### config.mk
export PLATFORM = sky130hd
export DESIGN_NAME = bin2bcd_seq
export DESIGN_NICKNAME = d
export VERILOG_FILES = /design/src/rtl/bin2bcd_seq.sv
export SDC_FILE = /design/constraint.sdc
export NUM_CORES = 1
export LEC_CHECK = 0
export CAP_MARGIN = 20
export CORE_MARGIN = 4
export CORE_UTILIZATION = 54
export DETAILED_ROUTE_END_ITERATION = 12
export PLACE_DENSITY = 0.8
export SKIP_CTS_REPAIR_TIMING = 1
export SLEW_MARGIN = 0
export SYNTH_ARGS = -nofsm -noshare
export SYNTH_HDL_FRONTEND = slang
export SYNTH_SLANG_ARGS = --single-unit
export TNS_END_PERCENT = 5
### constraint.sdc
create_clock -name CLK -period 2.4 [get_ports CLK]
set_clock_uncertainty 0.2 [all_clocks]
set_input_delay 0.6 -clock CLK [delete_from_list [all_inputs] [get_ports CLK]]
set_output_delay 0.6 -clock CLK [all_outputs]
set_load 0.02 [all_outputs]
### src/rtl/bin2bcd_seq.sv
// bin2bcd_seq: sequential binary-to-BCD converter (shift-and-add-3).
// Converts an IN_W-bit unsigned value into 8 packed BCD digits, one input
// bit per clock. BCD holds the last finished result, so a downstream display
// never sees partial values.
// Optional feature macro: BIN2BCD_SAT_EN. When defined, inputs above
// 99,999,999 saturate BCD to 32'h99999999 and raise OVF. When undefined,
// results wrap modulo 10^8 and OVF is tied low.
module bin2bcd_seq #(
  parameter int IN_W = 27
) (
  input  logic            CLK,
  input  logic            RESET,
  input  logic            START,
  input  logic [IN_W-1:0] BIN,
  output logic            BUSY,
  output logic            DONE,
  output logic [31:0]     BCD,
  output logic            OVF
);

  localparam int CW = (IN_W > 1) ? $clog2(IN_W) : 1;

  typedef enum logic [1:0] {IDLE, SHIFT, LOAD} state_t;

  state_t          state_reg, state_next;
  logic [CW-1:0]   cnt_reg, cnt_next;
  logic [IN_W-1:0] shreg_reg, shreg_next;
  logic [31:0]     scratch_reg, scratch_next;
  logic [31:0]     bcd_reg, bcd_next;
  logic            busy_reg, busy_next;
  logic            done_reg, done_next;
  logic [31:0]     adj;

  // Add 3 to every scratch digit that is 5 or more, all digits in parallel.
  // A digit above 4 would exceed 9 after the next doubling.
  generate
    for (genvar gi = 0; gi < 8; gi++) begin : g_adj
      assign adj[gi*4 +: 4] = (scratch_reg[gi*4 +: 4] >= 4'd5) ?
                              (scratch_reg[gi*4 +: 4] + 4'd3) :
                              scratch_reg[gi*4 +: 4];
    end
  endgenerate

`ifdef BIN2BCD_SAT_EN
  logic ovf_flag_reg, ovf_flag_next;
  logic ovf_reg, ovf_next;
  logic over_range;

  // Only inputs at least 27 bits wide can exceed eight decimal digits.
  generate
    if (IN_W >= 27) begin : g_cmp
      assign over_range = (BIN > IN_W'(99999999));
    end else begin : g_nocmp
      assign over_range = 1'b0;
    end
  endgenerate

  assign OVF = ovf_reg;
`else
  assign OVF = 1'b0;
`endif

  assign BUSY = busy_reg;
  assign DONE = done_reg;
  assign BCD  = bcd_reg;

  // State and datapath registers. Reset overrides everything, including a
  // conversion in progress.
  always_ff @(posedge CLK) begin
    if (RESET) begin
      state_reg    <= IDLE;
      cnt_reg      <= '0;
      shreg_reg    <= '0;
      scratch_reg  <= '0;
      bcd_reg      <= '0;
      busy_reg     <= 1'b0;
      done_reg     <= 1'b0;
`ifdef BIN2BCD_SAT_EN
      ovf_flag_reg <= 1'b0;
      ovf_reg      <= 1'b0;
`endif
    end else begin
      state_reg    <= state_next;
      cnt_reg      <= cnt_next;
      shreg_reg    <= shreg_next;
      scratch_reg  <= scratch_next;
      bcd_reg      <= bcd_next;
      busy_reg     <= busy_next;
      done_reg     <= done_next;
`ifdef BIN2BCD_SAT_EN
      ovf_flag_reg <= ovf_flag_next;
      ovf_reg      <= ovf_next;
`endif
    end
  end

  // Next-state and datapath: accept in IDLE, shift IN_W times, then publish.
  always_comb begin
    state_next    = state_reg;
    cnt_next      = cnt_reg;
    shreg_next    = shreg_reg;
    scratch_next  = scratch_reg;
    bcd_next      = bcd_reg;
    busy_next     = busy_reg;
    done_next     = 1'b0;
`ifdef BIN2BCD_SAT_EN
    ovf_flag_next = ovf_flag_reg;
    ovf_next      = ovf_reg;
`endif
    case (state_reg)
      IDLE: begin
        if (START) begin
          shreg_next    = BIN;
          scratch_next  = '0;
          cnt_next      = CW'(IN_W - 1);
          busy_next     = 1'b1;
          state_next    = SHIFT;
`ifdef BIN2BCD_SAT_EN
          ovf_flag_next = over_range;
`endif
        end
      end
      SHIFT: begin
        // The carry out of the top digit falls off, giving BIN mod 10^8.
        scratch_next = 32'({adj, shreg_reg[IN_W-1]});
        shreg_next   = shreg_reg << 1;
        if (cnt_reg == '0) begin
          state_next = LOAD;
        end else begin
          cnt_next = cnt_reg - CW'(1);
        end
      end
      LOAD: begin
`ifdef BIN2BCD_SAT_EN
        bcd_next  = ovf_flag_reg ? 32'h99999999 : scratch_reg;
        ovf_next  = ovf_flag_reg;
`else
        bcd_next  = scratch_reg;
`endif
        done_next  = 1'b1;
        busy_next  = 1'b0;
        state_next = IDLE;
      end
      default: begin
        state_next = IDLE;
      end
    endcase
  end

endmodule

==> impl_results.md <==
* Status: finished, final reports clean
* Asr flop ratio synth at 0
* Post-route insts no fill at 678
* Reg clk slew, reported paths at 100 ps
* Final hold vios at 0
* Largest net degree at the start of global routing at 53
* Worst-path maximum fanout at 2
* Register area share after synthesis at 0.463
* Row cnt at 32
* GRT Residual Overflow at 0
* Leakage at 1.96 nW
* Final setup TNS at 0 ps
* Final WS setup at 256 ps
* Synth cell count leaders: nand2_1 (116), dfxtp_1 (100), a21oi_1 (49)
* Skew-Pair Late Insertion Delay at 370 ps
* WS Path Type: reg2out
* Clk root buf: clkbuf_8
* Crit-path leading delay family: buffers and inverters
* Slew Viols, Final at 0
* Placed Instances at 662
* Synth area leader: dfxtp_1
* I/O pin count at 65
* Fmax at 466 MHz
* Maximum vdd drop at 0.387 mV
* CTS buffer count at 9
* Layout cells sized above 1 at 0.0694
* Final GP Congestion at 0.793
* TritonCTS clock tree: done
* Die area at 9500 um2
* Routed WL at 9.10 mm
* Final worst path period share at 0.893
* Initial antenna violation count at 0
* Synth unique cells at 32
* Die width at 97.5 um
* Number of remaining DRC errors at 0
* Vias in the first global route at 3503
* Area share of the largest cell type after synthesis at 0.463
* Final Core Density at 0.680
* Per-cell routed wire length at 13.4 um
* FILL cells at 638
* Final setup fails at 0
* Number of flops mapped to enable cells by yosys at 0
* DRT iter0 DRCs at 123
* Vias per inst at 5.49
* Slew margin rel. at 0.612
* H-tree depth at 3
* Core area at 7770 um2
* RSZ-0062 raised after global routing: no
* All-Layer GR Usage at 0.194
* Routed Antenna Nets at 0
* Via count at 3720
* CP required at 1600 ps
* Worst Hold Class: reg2reg
* Ant. Diodes at 0
* IO buf count at 63
* Count leader, synth: nand2_1
* Crit path capture type: output pin
* Pwr/cell area at 609 nW/um2
* Initial Utilization at 0.557
* Die height at 97.5 um
* Clock Sinks at 100
* Clock Path Buffers at 2
* Synth area leaders: dfxtp_1 (46%), nand2_1 (10%), a21oi_1 (5.7%)
* Syn Std Cell Area at 4320 um2
* Largest stage delay, worst path at 620 ps
* Synthesized flop and latch total at 100
* Buf/Inv on CP at 1
* Final Net Count at 618
* Pre-CTS WS at 197 ps
* Worst-Margin Slew at 579 ps
* Avg Cell Area, Syn at 8.33 um2
* Slowest cell on the critical path: clkdlybuf4s50_1
* Crit path cell chain: clkdlybuf4s50_1
* DRT Pass-1 Iters at 4
* Total power at 3.21 mW
* Placed wire-length estimate at 6.28 mm
* Synthesis Warnings at 0
* Arrival @ worst endpoint at 1340 ps
* Cell count after synthesis at 519
* Predominant post-synthesis flop cell: dfxtp_1
* First-pass GRT wire length at 15.5 mm
* Post-Syn Nets at 566
* Tmin final at 2140 ps
* Reg2reg setup slack at 520 ps
* Area Growth Syn to Fin at 22.1%
* Max Cap Viol at 0
* CP Launch Type: flip-flop
==> metrics by stage <==
stage / cell area [um2] / hold slack (ps)
final: 5280 / 257
after global routing: 5280 / 283
after detailed placement: 5090 / 247
after CTS: 5280 / 261
after floorplan: 4320 / 241
after global placement: 5090 / 242
==> tightest hold or removal path, stage by stage, from the launching register on <==
cell and delay (ps):
dfxtp_1 320, nand2_1 50, a21oi_1 50
==> path summary, 6_finish.rpt <==
| check | from | endpoint | depth (start not counted) |
|---|---|---|---|
| max | BUSY | BUSY | 1 |
| min | BCD[10] | BCD[10] | 2 |
| max reg2reg | state_reg[0] | shreg_reg[13] | 4 |
| min reg2reg | BCD[10] | BCD[10] | 2 |
==> kinds of logic after synthesis <==
family,share of synthesized area
AO/OA/AOI/OAI,0.186
XOR/XNOR,0.0344
adder cells (fa/ha/maj),0.0492
buffers and inverters,0.0524
flip-flops,0.463
multiplexers,0.0185
other,0.000867
AND/OR/NAND/NOR,0.196
==> layout by cell type, fill, tap and decap left out, types with 2 or more instances in the layout <==
master           synthesis  layout
nor2b_1                  4       2
nand3_1                  9       9
nand4_1                  2       2
clkdlybuf4s50_1          0      62
nand2b_1                10      10
mux2i_1                  8       8
inv_6                    0       2
nor2b_2                  0       2
nor2_1                  44      44
buf_12                   0       4
nand2_1                116     116
clkbuf_8                 0       9
a21oi_1                 49      49
inv_1                   18      18
inv_8                    0       2
o21ai_0                 17      17
ha_1                    17      17
nor3_1                  11      11
dfxtp_1                100     100
a311oi_1                26      26
buf_4                    1      11
a22o_1                  23      23
clkinv_4                 0       2
xor2_1                   8       8
xnor2_1                  9       9
a22oi_1                  2       2
==> routing by layer <==
| layer | GRT usage | part of all wire |
|---|---|---|
| met1 | 0.228 | 0.44 |
| met2 | 0.348 | 0.49 |
| met3 | 0.0359 | 0.053 |
| met4 | 0.0735 | 0.014 |
| met5 | 0 | 0 |
==> report_power, final <==
part           internal (mW)  switching (mW)  total (mW)
logic                  0.177           0.232       0.408
clock network          0.403           0.628        1.03
registers               1.73          0.0445        1.77
total                   2.31           0.904        3.21
==> layout make-up <==
class	count	area [um2]	area share
Clock inverter	7	65.1	0.0123
Inverter	18	67.6	0.0128
Multi-Input combinational cell	364	2100	0.399
Clock buffer	9	124	0.0235
Sequential cell	100	2000	0.379
Timing Repair Buffer	78	788	0.149
Tap cell	102	128	0.0242
Power figures use the tool's default switching activity.
==> variant 1, RTL diff (same flow settings) <==
Set the parameter `IN_W` to 54 (it was 27).
--- a/src/rtl/bin2bcd_seq.sv
+++ b/src/rtl/bin2bcd_seq.sv
@@ -6,7 +6,7 @@
 // 99,999,999 saturate BCD to 32'h99999999 and raise OVF. When undefined,
 // results wrap modulo 10^8 and OVF is tied low.
 module bin2bcd_seq #(
-  parameter int IN_W = 27
+  parameter int IN_W = 54
 ) (
   input  logic            CLK,
   input  logic            RESET,
Interface: changed (resized BIN); port bits go from 65 to 92. No check against the original RTL was run, so the function may have changed too.
==> variant 1 against the unedited design <==
- sequential cell count rose by 28
- register-to-register slack got worse by 0.11 ns
- largest power group unchanged
- synthesized area rose by 33%
- design area rose by 38%
- hold slack got worse by 0.062 ns
- total power rose by 71%
- non-clock buffer count rose by 29
- combinational power rose by 100%
- count of clock-buffer cells in the layout rose by 15
- sequential power rose by 34%
- worst setup slack got worse by 0.15 ns
- die area rose by 30%
- wire length rose by 54%
==> variant 1: results (changes against the unedited design) <==
Worst hold path
  • Hold Crit Class: in2reg (was reg2reg)
  • Worst Hold Launch: RESET (was BCD[10])
  • Hold depth: 2 (unchanged)
  • WHS Endpoint: shreg_reg[53] (was BCD[10])

Worst setup path
  • FF-to-FF End: scratch_reg[12] (was shreg_reg[13])
  • Crit path from: BUSY (unchanged)
  • Worst path arrival time: 1.49 ns (was 1.34 ns)
  • Reg-to-reg setup timing slack: 0.41 ns (was 0.52 ns)
  • CP delay by family, top: buffers and inverters (unchanged)
  • Critical Path Sink Type: output port (unchanged)
  • Worst r2r src: state_reg[0] (unchanged)
  • Worst R2R Path Depth: 5 (was 4)
  • Slowest CP cell: clkdlybuf4s50_1 (unchanged)

Clock tree
  • Clk_lat worst skew: 0.52 ns (was 0.37 ns)
  • Cts bufs inserted: 17 (was 9)
  • Clock transition at path regs: 0.06 ns (was 0.10 ns)
  • Max Buffers Root-to-Sink: 2 (unchanged)
  • CTS HTree Levels: 4 (was 3)

Detailed routing
  • Met1 WL: 5.96 mm (was 4.05 mm)
  • Met2 wire len: 6.94 mm (was 4.44 mm)
  • Routed WL per cell: 15.6 microns (was 13.4 microns)
  • 1st-pass router iterations: 5 (was 4)
  • Top Layer Used: met4 (unchanged)
  • Iter 0 DRT Violations: 323 (was 123)
  • Routed WL: 14.0 mm (was 9.10 mm)
  • Via count: 5178 (was 3720)
  • Met3 wire length: 819 microns (was 484 microns)

Placement
  • Placer congestion estimate: 0.825 (was 0.793)
  • Placed cell count: 866 (was 662)
  • Port bufs: 90 (was 63)
  • Placed instance area: 6750 sq um (was 5090 sq um)
  • DP HPWL: 9.03 mm (was 6.28 mm)

Global route
  • Met1 GRT Util: 0.268 (was 0.228)
  • Grt met2 use: 0.386 (was 0.348)
  • GRT met3 Usage: 0.0606 (was 0.0359)
  • Global Route Usage Sum: 0.226 (was 0.194)
  • Pin count of the biggest net entering global routing: 54 (was 53)
  • First-pass GRT wire length: 23.5 mm (was 15.5 mm)

Finish
  • Nets: 824 (was 618)
  • Share of layout cells above drive strength 1: 0.0788 (was 0.0694)
  • Max FFs per register: 54
  • Antenna Cells: 0 (unchanged)

Synth
  • Yosys cell types: 39 (was 32)
  • Post-Synthesis Net Count: 750 (was 566)
  • Syn Inst Count: 675 (was 519)
  • Top post-synthesis cells by count: nor2_1, dfxtp_1, nor3_1, a2bb2oi_1, a22o_1 (was nand2_1, dfxtp_1, a21oi_1, nor2_1, a311oi_1)
  • Synth top area cells: dfxtp_1, nor2_1, a2bb2oi_1 (was dfxtp_1, nand2_1, a21oi_1)
  • Asr flop ratio synth: 0 (unchanged)
  • Synth warnings: 0 (unchanged)
  • Dominant synthesized flop cell: dfxtp_1 (unchanged)
  • Post-synthesis sequential area ratio: 0.445 (was 0.463)

Run status
  • Status: completed (unchanged)

Timing
  • Least-Margin Pin Slew: 0.721 ns (was 0.579 ns)

Pwr
  • P_int: 4.09 mW (was 2.31 mW)
  • VDD IR max: 0.416 mV (was 0.387 mV)
  • LEAKAGE: 3.01 nW (was 1.96 nW)
[variant 1: cell types whose count changed after synthesis, sizes merged, moves of 3 or more]
cell / unedited run / this run
nor2: 45 / 166
nand2: 116 / 9
a2bb2oi: 0 / 53
nor3: 12 / 63
dfxtp: 100 / 128
a311oi: 27 / 0
a22o: 23 / 48
a21oi: 49 / 31
buf: 12 / 28
a31oi: 1 / 8
nor4b: 0 / 7
xor2: 8 / 1
inv: 18 / 21
[variant 1: cells by family after synthesis]
logic type | after synthesis | synth area share
adders and majority gates | 18 | 0.0391
and+or+nand+nor | 275 | 0.217
other | 1 | 0.000651
xor gates and xnor gates | 9 | 0.0137
DFF | 128 | 0.445
buffers and inverters | 73 | 0.0545
AOI/OAI and AO/OA | 161 | 0.213
muxes | 10 | 0.0174
[variant 1: power groups by stage]
stage / logic (mW) / registers [mW] / clock network (mW)
floorplan: 0.607 / 2.37 / 0
CTS: 0.822 / 2.36 / 2.34
detailed placement: 0.814 / 2.41 / 0
global placement: 0.790 / 2.40 / 0
finish: 0.819 / 2.37 / 2.32
global route: 0.915 / 2.38 / 2.45
[variant 1: cell type report]
class / count / area (sq um)
clock inverters: 7 / 60.1
well taps: 136 / 170
clock buffers: 24 / 470
multi-input cells: 474 / 2890
inverters: 21 / 78.8
flip-flops and latches: 128 / 2560
repair buffers: 107 / 1040
fillers: 831 / 3090
[variant 1: per-stage QoR]
| step | hold slack, ns | setup WS [ns] | power (mW) | utilization |
|---|---|---|---|---|
| global placement | 0.261 | 0.450 | 3.19 | 0.651 |
| floorplan | 0.248 | 0.553 | 2.98 | - |
| global route | 0.202 | 0.0535 | 5.74 | 0.702 |
| finish | 0.194 | 0.109 | 5.50 | 0.702 |
| CTS | 0.179 | 0.0842 | 5.53 | 0.702 |
| detailed placement | 0.266 | 0.401 | 3.22 | 0.651 |
==> variant 2, RTL diff (same flow settings) <==
Without the edit above. Register the output `BCD` once more, with the module's reset; this adds one clock of latency there. The other outputs are not delayed to match.
--- a/src/rtl/bin2bcd_seq.sv
+++ b/src/rtl/bin2bcd_seq.sv
@@ -62,7 +62,13 @@
 
   assign BUSY = busy_reg;
   assign DONE = done_reg;
-  assign BCD  = bcd_reg;
+  always_ff @(posedge CLK) begin
+    if (RESET) begin
+      BCD <= '0;
+    end else begin
+      BCD <= bcd_reg;
+    end
+  end
 
   // State and datapath registers. Reset overrides everything, including a
   // conversion in progress.
Formal check against the unedited RTL: no difference found for any inputs over 10 cycles, from zero or initial values and one cycle with RESET high; that may be too few to reach the edited logic, so the function may still have changed.
==> variant 2 against the unedited design <==
- maximum frequency fell by 4.9%
- hold slack improved by 0.0065 ns
- design area rose by 22%
- sequential cell count rose by 32
- wire length rose by 14%
- count of clock-buffer cells in the layout rose by 11
- synthesized area rose by 16%
- via count rose by 4.9%
- total power rose by 72%
- worst setup slack got worse by 0.11 ns
- sequential share of layout area rose by 3.2 points
- largest power group is now clock
- highest routed layer unchanged
==> variant 2: results (changes against the unedited design) <==
Run status
  • Status: completed (unchanged)

Clock tree
  • Cts bufs inserted: 17 (was 9)
  • Clock transition at path regs: 0.05 ns (was 0.10 ns)
  • CTS HTree Levels: 4 (was 3)
  • Clk_lat worst skew: 0.52 ns (was 0.37 ns)

Global route
  • Vias in the first global route: 3882 (was 3503)
  • Global Route Usage Sum: 0.200 (was 0.194)
  • First-pass GRT wire length: 18.0 mm (was 15.5 mm)
  • Pin count of the biggest net entering global routing: 76 (was 53)

Detailed routing
  • Met3 wire length: 542 microns (was 484 microns)
  • DR vias/cell: 5.60 (was 5.49)
  • Routed WL per cell: 14.9 microns (was 13.4 microns)
  • Iter 0 DRT Violations: 201 (was 123)
  • Met2 wire len: 5.12 mm (was 4.44 mm)

Synth
  • Synth Area in XOR/XNOR: 0.0279 (was 0.0344)
  • Post-Synthesis Net Count: 565 (was 566)
  • Syn Inst Count: 518 (was 519)
  • Synthesized area: 5030 sq um (was 4320 sq um)
  • Complex-gate fraction of the synthesized area: 0.184 (was 0.186)
  • Post-synthesis sequential area ratio: 0.526 (was 0.463)

Placement
  • DP HPWL: 6.36 mm (was 6.28 mm)
  • Placer congestion estimate: 0.806 (was 0.793)

Finish
  • Fill cells: 623 (was 638)

Pwr
  • VDD IR max: 0.531 mV (was 0.387 mV)
  • LEAKAGE: 2.52 nW (was 1.96 nW)

Timing
  • Least-Margin Pin Slew: 0.887 ns (was 0.579 ns)

Worst setup path
  • Worst path arrival time: 1.45 ns (was 1.34 ns)
[variant 2: layout make-up]
cell class | instances | area share
repair buffers | 73 | 0.113
clock inverters | 12 | 0.0312
clock buffers | 20 | 0.0709
inverters | 19 | 0.0111
multi-input cells | 333 | 0.341
well taps | 108 | 0.0210
flip-flops and latches | 132 | 0.412
[variant 2: power by group]
group	switching, mW	leakage [nW]	internal (mW)
Clock	0.934	0.314	1.88
Sequential	0.0465	1.07	2.27
Combinational	0.241	1.13	0.166
[variant 2: kinds of logic after synthesis]
| family | Yosys count |
|---|---|
| xor+xnor | 16 |
| buf+inv | 53 |
| compound gates | 122 |
| flops | 132 |
| other cells | 1 |
| simple gates | 169 |
| mux | 8 |
| fa+ha+maj | 17 |
[variant 2: final timing paths]
path | from | to | slack, ns | cells past startpoint
max | BUSY | BUSY | 0.15 | 1
min | bcd_reg[26] | BCD[26] | 0.26 | 1
max reg2reg | state_reg[1] | scratch_reg[18] | 0.33 | 4
min reg2reg | bcd_reg[26] | BCD[26] | 0.26 | 1
[variant 2: routing by layer]
layer	vias to the layer above	GRT usage
li1	1930	-
met1	1852	0.242
met2	110	0.332
met3	11	0.0571
met4	0	0.0864
met5	-	0
[variant 2: metrics by stage]
stage | total power, mW | setup WS [ns] | hold WS [ns]
floorplan | 2.62 | 0.536 | 0.232
global placement | 2.75 | 0.185 | 0.246
detailed placement | 2.76 | 0.155 | 0.250
CTS | 5.56 | 0.108 | 0.266
global route | 5.72 | 0.0847 | 0.274
finish | 5.53 | 0.145 | 0.263
